$ cat src/rtl/wb_master_arbiter.sv
// wb_master_arbiter
//
// Two-master Wishbone arbiter. The CPU instruction-fetch master ("if") and
// the data-memory master ("mem") share one Wishbone slave bus. A master owns
// the bus for a whole transaction, from the rise of its cyc to the fall of
// its cyc. A watchdog raises a sticky flag when a granted strobe waits too
// long for an ack.
//
// Build option:
//   ARB_ROUND_ROBIN_EN - when defined, ties go to the master that did not
//                        win the previous grant. A 1-bit last-winner register
//                        tracks this and resets to "data". When undefined,
//                        the data master always wins a tie.
//
// Ports:
//   clk, reset       clock; asynchronous active-high reset
//   if_wb_*_i        fetch-master request (cyc/stb/we/adr/dat/sel)
//   if_wb_ack_o      ack routed to the fetch master while it is granted
//   if_wb_dat_o      read data to the fetch master (always wb_dat_i)
//   mem_wb_*_i       data-master request (cyc/stb/we/adr/dat/sel)
//   mem_wb_ack_o     ack routed to the data master while it is granted
//   mem_wb_dat_o     read data to the data master (always wb_dat_i)
//   wb_*_o           shared-bus request, all zero when idle
//   wb_ack_i         slave ack
//   wb_dat_i         slave read data
//   grant_o          one-hot grant: bit0 fetch, bit1 data, 00 idle
//   timeout_o        sticky watchdog flag, cleared only by reset

module wb_master_arbiter #(
  parameter int ADDR_WIDTH     = 32,
  parameter int DATA_WIDTH     = 32,
  parameter int TIMEOUT_CYCLES = 255
) (
  input  logic                    clk,
  input  logic                    reset,
  // fetch master
  input  logic                    if_wb_cyc_i,
  input  logic                    if_wb_stb_i,
  input  logic                    if_wb_we_i,
  input  logic [ADDR_WIDTH-1:0]   if_wb_adr_i,
  input  logic [DATA_WIDTH-1:0]   if_wb_dat_i,
  input  logic [DATA_WIDTH/8-1:0] if_wb_sel_i,
  output logic                    if_wb_ack_o,
  output logic [DATA_WIDTH-1:0]   if_wb_dat_o,
  // data master
  input  logic                    mem_wb_cyc_i,
  input  logic                    mem_wb_stb_i,
  input  logic                    mem_wb_we_i,
  input  logic [ADDR_WIDTH-1:0]   mem_wb_adr_i,
  input  logic [DATA_WIDTH-1:0]   mem_wb_dat_i,
  input  logic [DATA_WIDTH/8-1:0] mem_wb_sel_i,
  output logic                    mem_wb_ack_o,
  output logic [DATA_WIDTH-1:0]   mem_wb_dat_o,
  // shared bus
  output logic                    wb_cyc_o,
  output logic                    wb_stb_o,
  output logic                    wb_we_o,
  output logic [ADDR_WIDTH-1:0]   wb_adr_o,
  output logic [DATA_WIDTH-1:0]   wb_dat_o,
  output logic [DATA_WIDTH/8-1:0] wb_sel_o,
  input  logic                    wb_ack_i,
  input  logic [DATA_WIDTH-1:0]   wb_dat_i,
  // status
  output logic [1:0]              grant_o,
  output logic                    timeout_o
);

  localparam logic [15:0] TIMEOUT_LIMIT = 16'(TIMEOUT_CYCLES);

  // The encoding doubles as the one-hot grant vector.
  typedef enum logic [1:0] {
    IDLE      = 2'b00,
    GRANT_IF  = 2'b01,
    GRANT_MEM = 2'b10
  } state_t;

  state_t      state_reg;
  state_t      state_next;
  state_t      tie_winner;
  logic        granted_cyc;
  logic        stalled;
  logic [15:0] wdog_count_reg;
  logic        timeout_reg;

`ifdef ARB_ROUND_ROBIN_EN
  logic last_mem_reg;  // 1: data master won the most recent grant
  assign tie_winner = last_mem_reg ? GRANT_IF : GRANT_MEM;
`else
  assign tie_winner = GRANT_MEM;
`endif

  // Next-state decision. A grant holds while the owner's cyc stays high;
  // otherwise the idle rule is re-applied to the requests present now,
  // which gives a direct handoff with no idle cycle in between. The
  // releasing master's cyc is low, so it cannot win straight back.
  always_comb begin
    granted_cyc = 1'b0;
    case (state_reg)
      GRANT_IF:  granted_cyc = if_wb_cyc_i;
      GRANT_MEM: granted_cyc = mem_wb_cyc_i;
      default:   granted_cyc = 1'b0;
    endcase

    state_next = state_reg;
    if (!granted_cyc) begin
      if (if_wb_cyc_i && mem_wb_cyc_i) begin
        state_next = tie_winner;
      end else if (if_wb_cyc_i) begin
        state_next = GRANT_IF;
      end else if (mem_wb_cyc_i) begin
        state_next = GRANT_MEM;
      end else begin
        state_next = IDLE;
      end
    end
  end

  // Bus multiplexing is combinational from the state, so the ack path
  // adds no latency.
  always_comb begin
    wb_cyc_o     = 1'b0;
    wb_stb_o     = 1'b0;
    wb_we_o      = 1'b0;
    wb_adr_o     = '0;
    wb_dat_o     = '0;
    wb_sel_o     = '0;
    if_wb_ack_o  = 1'b0;
    mem_wb_ack_o = 1'b0;
    case (state_reg)
      GRANT_IF: begin
        wb_cyc_o    = if_wb_cyc_i;
        wb_stb_o    = if_wb_stb_i;
        wb_we_o     = if_wb_we_i;
        wb_adr_o    = if_wb_adr_i;
        wb_dat_o    = if_wb_dat_i;
        wb_sel_o    = if_wb_sel_i;
        if_wb_ack_o = wb_ack_i;
      end
      GRANT_MEM: begin
        wb_cyc_o     = mem_wb_cyc_i;
        wb_stb_o     = mem_wb_stb_i;
        wb_we_o      = mem_wb_we_i;
        wb_adr_o     = mem_wb_adr_i;
        wb_dat_o     = mem_wb_dat_i;
        wb_sel_o     = mem_wb_sel_i;
        mem_wb_ack_o = wb_ack_i;
      end
      default: begin
      end
    endcase
  end

  assign if_wb_dat_o  = wb_dat_i;
  assign mem_wb_dat_o = wb_dat_i;
  assign grant_o      = state_reg;
  assign timeout_o    = timeout_reg;

  // A granted strobe waiting for an ack.
  assign stalled = (state_reg != IDLE) && wb_stb_o && !wb_ack_i;

  always_ff @(posedge clk or posedge reset) begin
    if (reset) begin
      state_reg      <= IDLE;
      wdog_count_reg <= '0;
      timeout_reg    <= 1'b0;
`ifdef ARB_ROUND_ROBIN_EN
      last_mem_reg   <= 1'b1;
`endif
    end else begin
      state_reg <= state_next;

`ifdef ARB_ROUND_ROBIN_EN
      if ((state_next != state_reg) && (state_next != IDLE)) begin
        last_mem_reg <= (state_next == GRANT_MEM);
      end
`endif

      // The flag sets on the same edge the count reaches the limit; the
      // counter then saturates. Release is never forced.
      if (state_next != state_reg) begin
        wdog_count_reg <= '0;
      end else if (stalled) begin
        if (wdog_count_reg < TIMEOUT_LIMIT) begin
          wdog_count_reg <= wdog_count_reg + 16'd1;
        end
        if (wdog_count_reg >= TIMEOUT_LIMIT - 16'd1) begin
          timeout_reg <= 1'b1;
        end
      end else begin
        wdog_count_reg <= '0;
      end
    end
  end

endmodule

$ cat config.mk
export PLATFORM = sky130hd
export DESIGN_NAME = wb_master_arbiter
export DESIGN_NICKNAME = d
export VERILOG_FILES = /design/src/rtl/wb_master_arbiter.sv
export SDC_FILE = /design/constraint.sdc
export NUM_CORES = 1
export LEC_CHECK = 0
export ABC_AREA = 1
export BUFFER_PORTS_ARGS = -buffer_cell sky130_fd_sc_hd__buf_4
export CAP_MARGIN = 20
export CORE_AREA = 5 5 119 121
export DETAILED_ROUTE_END_ITERATION = 8
export DIE_AREA = 0 0 124 126
export GPL_TIMING_DRIVEN = 0
export PLACE_DENSITY = 0.61
export SYNTH_ARGS = -nofsm -noshare
export SYNTH_HDL_FRONTEND = slang
export SYNTH_SLANG_ARGS = --single-unit
$ cat constraint.sdc
create_clock -name clk -period 1.65 [get_ports clk]
set_input_delay 0.0825 -clock clk [delete_from_list [all_inputs] [get_ports clk]]
set_output_delay 0.0825 -clock clk [all_outputs]
set_load 0.02 [all_outputs]
==> flow_metrics.env, run 1 <==
export IMPL_regArea_sq_um=478
export IMPL_cts_num_sinks=19
export IMPL_drc=0
export IMPL_synthAdderAreaFrac=0.0250
export IMPL_initial_core_util=0.193
export IMPL_grt_pass1_wl_mm=20.6
export IMPL_syn_to_final_growth_pct=134
export IMPL_worst_slack_ns=-0.123
export IMPL_outcome="finished with violations"
export IMPL_reg2reg_to="wdog_count_reg[13]"
export IMPL_slew_headroom=0.533
export IMPL_vias=3759
export IMPL_portBuffers=284
export IMPL_io_pin_count=317
export IMPL_synthMuxAreaShare=0
export IMPL_synth_top_cell_area_share=0.251
export IMPL_diodes=0
export IMPL_r2r_cells=12
export IMPL_hold_violations=0
export IMPL_final_setup_skew_ns=0.00150
export IMPL_crit_type="reg -> reg"
export IMPL_grt_max_degree=20
export IMPL_clk_latency_ns=0.25
export IMPL_powerDensity_nw_per_um2=604
export IMPL_synthXorXnorAreaFrac=0.00350
export IMPL_endpoint="wdog_count_reg[13]"
export IMPL_syn_nets=612
export IMPL_drive_gt1_frac=0.645
export IMPL_yosysSeqAreaShare=0.190
export IMPL_finalSetupViolCount=83
export IMPL_synth_cell_types=22
export IMPL_violations="negative setup slack"
export IMPL_coreArea_sq_um=13000
export IMPL_grt_overflow_total=0
export IMPL_post_drt_via_cell_ratio=4.09
export IMPL_htreeDepth=1
export IMPL_avgSynthCellArea_sq_um=5.81
export IMPL_period_needed_ns=1.77
export IMPL_fillCellCount=1325
export IMPL_hold_class="in -> reg"
export IMPL_fin_total_pwr_w=0.00353
export IMPL_yosys_area_top_type="nand2_1"
export IMPL_drv_slew=0
export IMPL_worstPathMaxFanout=7
export IMPL_finalCritPeriodShare=1.07
export IMPL_yosys_area_share_simple=0.336
export IMPL_endpoint_kind="flop"
export IMPL_place_ws_ns=-0.330
export IMPL_critPathLaunch="grant_o[0]"
export IMPL_ir_drop_mv=0.289
export IMPL_r2r_slack_ns=-0.12
export IMPL_crit_required_ns=1.80
export IMPL_synthCells=430
export IMPL_ant_nets=0
export IMPL_critPathLaunchType="flop"
export IMPL_worstMarginPinSlew_ns=0.699
export IMPL_wl_per_cell_microns=15.7
export IMPL_final_nets=926
export IMPL_cellLeakagePower_nw=2.94
export IMPL_grtUsageTotal=0.169
export IMPL_finalNonFillerCells=919
export IMPL_worstPathArrival_ns=1.92
export IMPL_synth_seq_cells=19
export IMPL_drtPass1Iterations=4
export IMPL_syn_area_sq_um=2500
export IMPL_die_area_sq_um=15600
export IMPL_hpwl_mm=11.6
export IMPL_synth_warnings=0
export IMPL_max_cap_viol_count=0
export IMPL_drtIter0Drc=152
export IMPL_yosys_top_cells_area="nand2_1, buf_4, dfrtp_1, a21oi_1, inv_1"
export IMPL_num_rows=42
export IMPL_antenna_found_initial=0
export IMPL_drt_total_wl_mm=14.5
export IMPL_cts_buffers=3
export IMPL_r2r_start="grant_o[0]"
export IMPL_largest_reg_flops=16
export IMPL_clk_pin_slew_ns=0.05
export IMPL_cts_tree="done"
export IMPL_fp_dieW_microns=124
export IMPL_cts_buffer_depth=2
export IMPL_root_buffer="clkbuf_16"
export IMPL_grt_pass1_vias=3729
export IMPL_synth_compound_area_frac=0.169
export IMPL_grt_setup_unrepaired="true"
export IMPL_die_h_microns=126
export IMPL_gp_congestion=0.819
export IMPL_synth_top_family_by_area="simple AND/OR/NAND/NOR gates"
export IMPL_placed_cells=890
export IMPL_clock_fmax_mhz=564
export IMPL_multi_input_area_sq_um=1660
## placed cells by master, fill, tap and decap left out, drive strengths merged
cell type    synthesis  routed
a21o                 1       1
a21oi               69      69
buf                 68     379
clkbuf              21      21
clkinv               0       1
dfrtp               19      19
dlygate4sd3          0       1
ha                   5       5
inv                 26      26
nand2              169     169
nand3                9       9
nand4                5       5
nor2                25      25
o21ai                5       5
o21bai               6       6
or2                  1       1
xor2                 1       1
## report_power, final
part / switching [W] / internal, W / leakage (nW)
logic: 0.00130 / 0.00125 / 2.65
registers: 0.00000919 / 0.000474 / 0.255
clock network: 0.000175 / 0.000325 / 0.0409
total: 0.00148 / 0.00205 / 2.94
## layer usage
layer  global-route usage  share of wire  vias to the layer above
met4               0.0180         0.0059                        0
met3               0.0507           0.11                        8
met5                    0              0                        -
li1                     -              -                     1912
met1                0.199           0.38                     1669
met2                0.310           0.50                      170
## logic make-up (layout without fill, tap and decap cells)
logic type               Yosys count  in the layout
AND/OR/NAND/NOR                  209            209
buffers and inverters            115            428
AO/OA/AOI/OAI                     81             81
flip-flops                        19             19
adder cells (fa/ha/maj)            5              5
XOR/XNOR                           1              1
## critical path: stages, from the launching register on
cell and delay, ns:
dfrtp_2 0.43, buf_4 0.15, ha_4 0.17, buf_8 0.14
nand2_4 0.06, nand2_4 0.05, nand2_4 0.08, nand3_2 0.10
nand2_2 0.08, nand2_2 0.07, nand3_4 0.14, buf_6 0.15
nor2_1 0.04
## cell usage after synthesis, drive strengths merged
cell type	number
a21o	1
nand4	5
a21oi	69
dfrtp	19
o21ai	5
xor2	1
o21bai	6
nand2	169
or2	1
inv	26
nor2	25
nand3	9
clkbuf	21
ha	5
buf	68
## metrics by stage
| step | instance area (sq um) | utilization | hold WS (ns) | setup TNS (ns) |
|---|---|---|---|---|
| floorplan | 2540 | - | 0.0335 | 0 |
| global placement | 4900 | 0.377 | 0.245 | -12.08 |
| detailed placement | 4900 | 0.377 | 0.241 | -11.57 |
| CTS | 5520 | 0.425 | 0.0685 | -3.77 |
| global route | 5850 | 0.451 | 0.114 | -10.24 |
| finish | 5850 | 0.451 | 0.0971 | -4.09 |
## worst min-delay path by stage
stage | startpoint | endpoint | slack, ns | cells after the start
after floorplan | reset | timeout_o | 0.03 | 1
after global placement | reset | timeout_o | 0.25 | 2
after detailed placement | reset | timeout_o | 0.24 | 2
after CTS | mem_wb_cyc_i | grant_o[1] | 0.07 | 3
after global routing | mem_wb_cyc_i | grant_o[1] | 0.11 | 3
final | mem_wb_cyc_i | grant_o[1] | 0.1 | 3
## repair_timing
| item | 4_1_cts | 5_1_grt |
|---|---|---|
| cloned | 5 | 0 |
| hold buffers | 1 | 0 |
| endpoints found under the hold margin | 19 | 0 |
| setup buffers | 10 | 10 |
| pin swaps | 4 | 18 |
| gates resized for setup | 99 | 74 |
| endpoints found under the setup margin | 87 | 89 |
## cell type report
| class | instances | share of cell area |
|---|---|---|
| Timing Repair Buffer | 310 | 0.422 |
| Multi-Input combinational cell | 296 | 0.284 |
| Buffer | 88 | 0.142 |
| Sequential cell | 19 | 0.0817 |
| Tap cell | 176 | 0.0376 |
| Inverter | 26 | 0.0188 |
| Clock buffer | 3 | 0.0128 |
| Clock inverter | 1 | 0.000855 |
Note: power is estimated with default switching activity, not from simulation.
==> inputs of run 2 (changes only) <==
- ABC_AREA: 1 -> not set
- CORE_AREA: 5 5 119 121 -> 5 5 120 122
- CTS_BUF_LIST: not set -> sky130_fd_sc_hd__clkbuf_4
- DIE_AREA: 0 0 124 126 -> 0 0 125 127
==> flow_metrics.env, run 2 <==
export IMPL_switching_power_w=0.00142
export IMPL_synth_cell_types=31
export IMPL_post_drt_via_cell_ratio=4.45
export IMPL_avgSynthCellArea_sq_um=7.90
export IMPL_synthTopCellsByCount="a22oi_1, nor2b_1, buf_4, clkbuf_1, dfrtp_1"
export IMPL_fillCellCount=1215
export IMPL_layout_commonest_cell="buf_4"
export IMPL_drt_total_wl_mm=16.2
export IMPL_drive_gt1_frac=0.818
export IMPL_worstPathArrival_ns=1.83
export IMPL_grt_max_degree=20
export IMPL_cts_num_sinks=19
export IMPL_finalCritPeriodShare=1.16
export IMPL_syn_area_sq_um=2540
export IMPL_wl_per_cell_microns=20.0
export IMPL_period_needed_ns=1.92
export IMPL_antenna_found_initial=1
export IMPL_gp_congestion=0.969
export IMPL_yosys_area_top_type="a22oi_1"
export IMPL_internal_power_w=0.00217
export IMPL_endpoint_kind="primary output"
export IMPL_htreeDepth=1
export IMPL_ys_flop_type="dfrtp_1"
export IMPL_yosysSeqAreaShare=0.187
export IMPL_violations="negative setup slack"
export IMPL_synth_top_cell_area_share=0.210
export IMPL_num_rows=42
export IMPL_io_pin_count=317
export IMPL_hpwl_mm=12.7
export IMPL_pwr_share_clk=0.071
export IMPL_synth_edf_count=0
export IMPL_worst_slack_ns=-0.267
export IMPL_swShare=0.396
export IMPL_drtPass1Iterations=4
export IMPL_yosys_top_cells_area="a22oi_1, buf_4, dfrtp_1, nor2b_1, clkbuf_1"
export IMPL_clk_pin_slew_ns=0.11
export IMPL_grt_pass1_wl_mm=23.3
export IMPL_worstMarginPinSlew_ns=0.722
export IMPL_ant_nets=0
export IMPL_final_cell_mix="buf_4, a22oi_2, buf_6"
export IMPL_fin_total_pwr_w=0.00359
export IMPL_largest_reg_flops=16
export IMPL_grt_overflow_total=0
export IMPL_die_area_sq_um=15900
export IMPL_crit_type="reg -> out"
export IMPL_critPathLaunchType="flop"
export IMPL_final_setup_skew_ns=0.00927
export IMPL_syn_nets=503
export IMPL_synthCells=321
export IMPL_cts_buffer_depth=2
export IMPL_async_flop_share=1.00
export IMPL_p_seq_frac=0.135
export IMPL_regArea_sq_um=478
export IMPL_clk_latency_ns=0.31
export IMPL_multi_input_area_sq_um=2020
export IMPL_cts_buffers=3
export IMPL_root_buffer="clkbuf_4"
export IMPL_cellLeakagePower_nw=3.02
export IMPL_r2r_cells=9
export IMPL_grt_setup_unrepaired="true"
export IMPL_initial_core_util=0.194
export IMPL_worstPathMaxFanout=6
export IMPL_max_cap_viol_count=0
export IMPL_synth_warnings=0
export IMPL_hold_class="in -> reg"
export IMPL_hold_depth=2
export IMPL_drtIter0Drc=94
export IMPL_slew_headroom=0.518
export IMPL_fp_dieW_microns=125
export IMPL_grt_pass1_vias=3787
export IMPL_final_nets=816
export IMPL_drc=0
export IMPL_comb_power_share=0.795
export IMPL_crit_required_ns=1.57
export IMPL_drv_slew=0
export IMPL_outcome="finished with violations"
export IMPL_vias=3604
export IMPL_clock_fmax_mhz=522
export IMPL_ir_drop_mv=0.353
export IMPL_grtUsageTotal=0.185
export IMPL_powerDensity_nw_per_um2=561
export IMPL_die_h_microns=127
export IMPL_holdWs_ns=0.0676
export IMPL_cts_tree="done"
export IMPL_finalSetupViolCount=90
export IMPL_portBuffers=284
export IMPL_hold_violations=0
export IMPL_synth_seq_cells=19
export IMPL_coreArea_sq_um=13100
export IMPL_syn_to_final_growth_pct=152
[run 2: cell types whose count changed after synthesis, sizes merged, moves of 3 or more]
cell and delta:
o31ai +4, nor2 -25, inv -21, a22oi +71, nor2b +71, and2 +10, nand3 -6, a21oi -61
o21bai -5, or4 +5, or3 +3, nand2 -163, nand4 -5
[run 2: timing repair]
action | 4_1_cts | 5_1_grt
gates resized for setup | 189 | 68
gates cloned | 13 | 0
hold buffers | 1 | 0
endpoints found under the setup margin | 91 | 91
buffers inserted | 9 | 4
pin swaps | 8 | 6
hold endpoints to repair | 19 | 0
[run 2: through the flow]
stage | area [sq um] | std cells | TNS (ns) | worst slack (ns) | utilization
floorplan | 2590 | 321 | -1.13 | -0.134 | -
detailed placement | 4940 | 781 | -16.15 | -0.505 | 0.378
CTS | 6110 | 806 | -15.64 | -0.278 | 0.467
global route | 6390 | 810 | -22.74 | -0.365 | 0.488
finish | 6390 | 810 | -14.31 | -0.267 | 0.488
global placement | 4940 | 781 | -13.19 | -0.570 | 0.378
[run 2: per-layer routing]
| metal | vias up | wire, microns | GRT usage |
|---|---|---|---|
| li1 | 1710 | - | - |
| met1 | 1732 | 6060 | 0.213 |
| met2 | 149 | 9000 | 0.353 |
| met3 | 13 | 895 | 0.0392 |
| met4 | 0 | 248 | 0.0370 |
| met5 | - | 0 | 0 |
[run 2: critical path, stage by stage (launching register included)]
cell	delay, ns
dfrtp_2	0.45
inv_4	0.07
ha_4	0.18
buf_12	0.14
buf_6	0.11
buf_8	0.12
a22oi_2	0.25
nor2b_4	0.07
buf_6	0.13
[run 2: logic make-up (layout without fill, tap and decap cells)]
logic type               Yosys count  count (layout)  synth area share
other                              0               1                 0
adder cells (fa/ha/maj)            5               5            0.0247
buffers and inverters             96             408             0.241
flip-flops                        19              19             0.187
multiplexers                       1               1           0.00444
AO/OA/AOI/OAI                     94              94             0.274
AND/OR/NAND/NOR                  106             106             0.268
[run 2: power groups by stage]
stage | Combinational [W] | Clock [W] | Sequential, W
final | 0.00285 | 0.000253 | 0.000484
after floorplan | 0.00104 | 0 | 0.000496
after detailed placement | 0.00196 | 0 | 0.000492
after CTS | 0.00268 | 0.000262 | 0.000482
after global routing | 0.00300 | 0.000288 | 0.000485
after global placement | 0.00194 | 0 | 0.000491
[run 2: worst paths after layout]
path / from / endpoint / slack [ns]
min in group asynchronous: reset / timeout_o / 0.43
max in group asynchronous: reset / grant_o[0] / 0.72
hold / removal: mem_wb_cyc_i / grant_o[1] / 0.07
setup reg to reg: grant_o[1] / wdog_count_reg[14] / -0.18
hold reg to reg: timeout_o / timeout_o / 0.48
setup / recovery: grant_o[0] / wb_dat_o[0] / -0.27
[run 2: area by class of cell]
type,count,share of cell area
timing repair buffer,309,0.408
multi-input combinational,206,0.317
buffer,90,0.157
sequential,19,0.0748
tap,176,0.0345
inverter,5,0.00372
clock buffer,3,0.00352
clock inverter,1,0.00117
antenna,1,0.000392
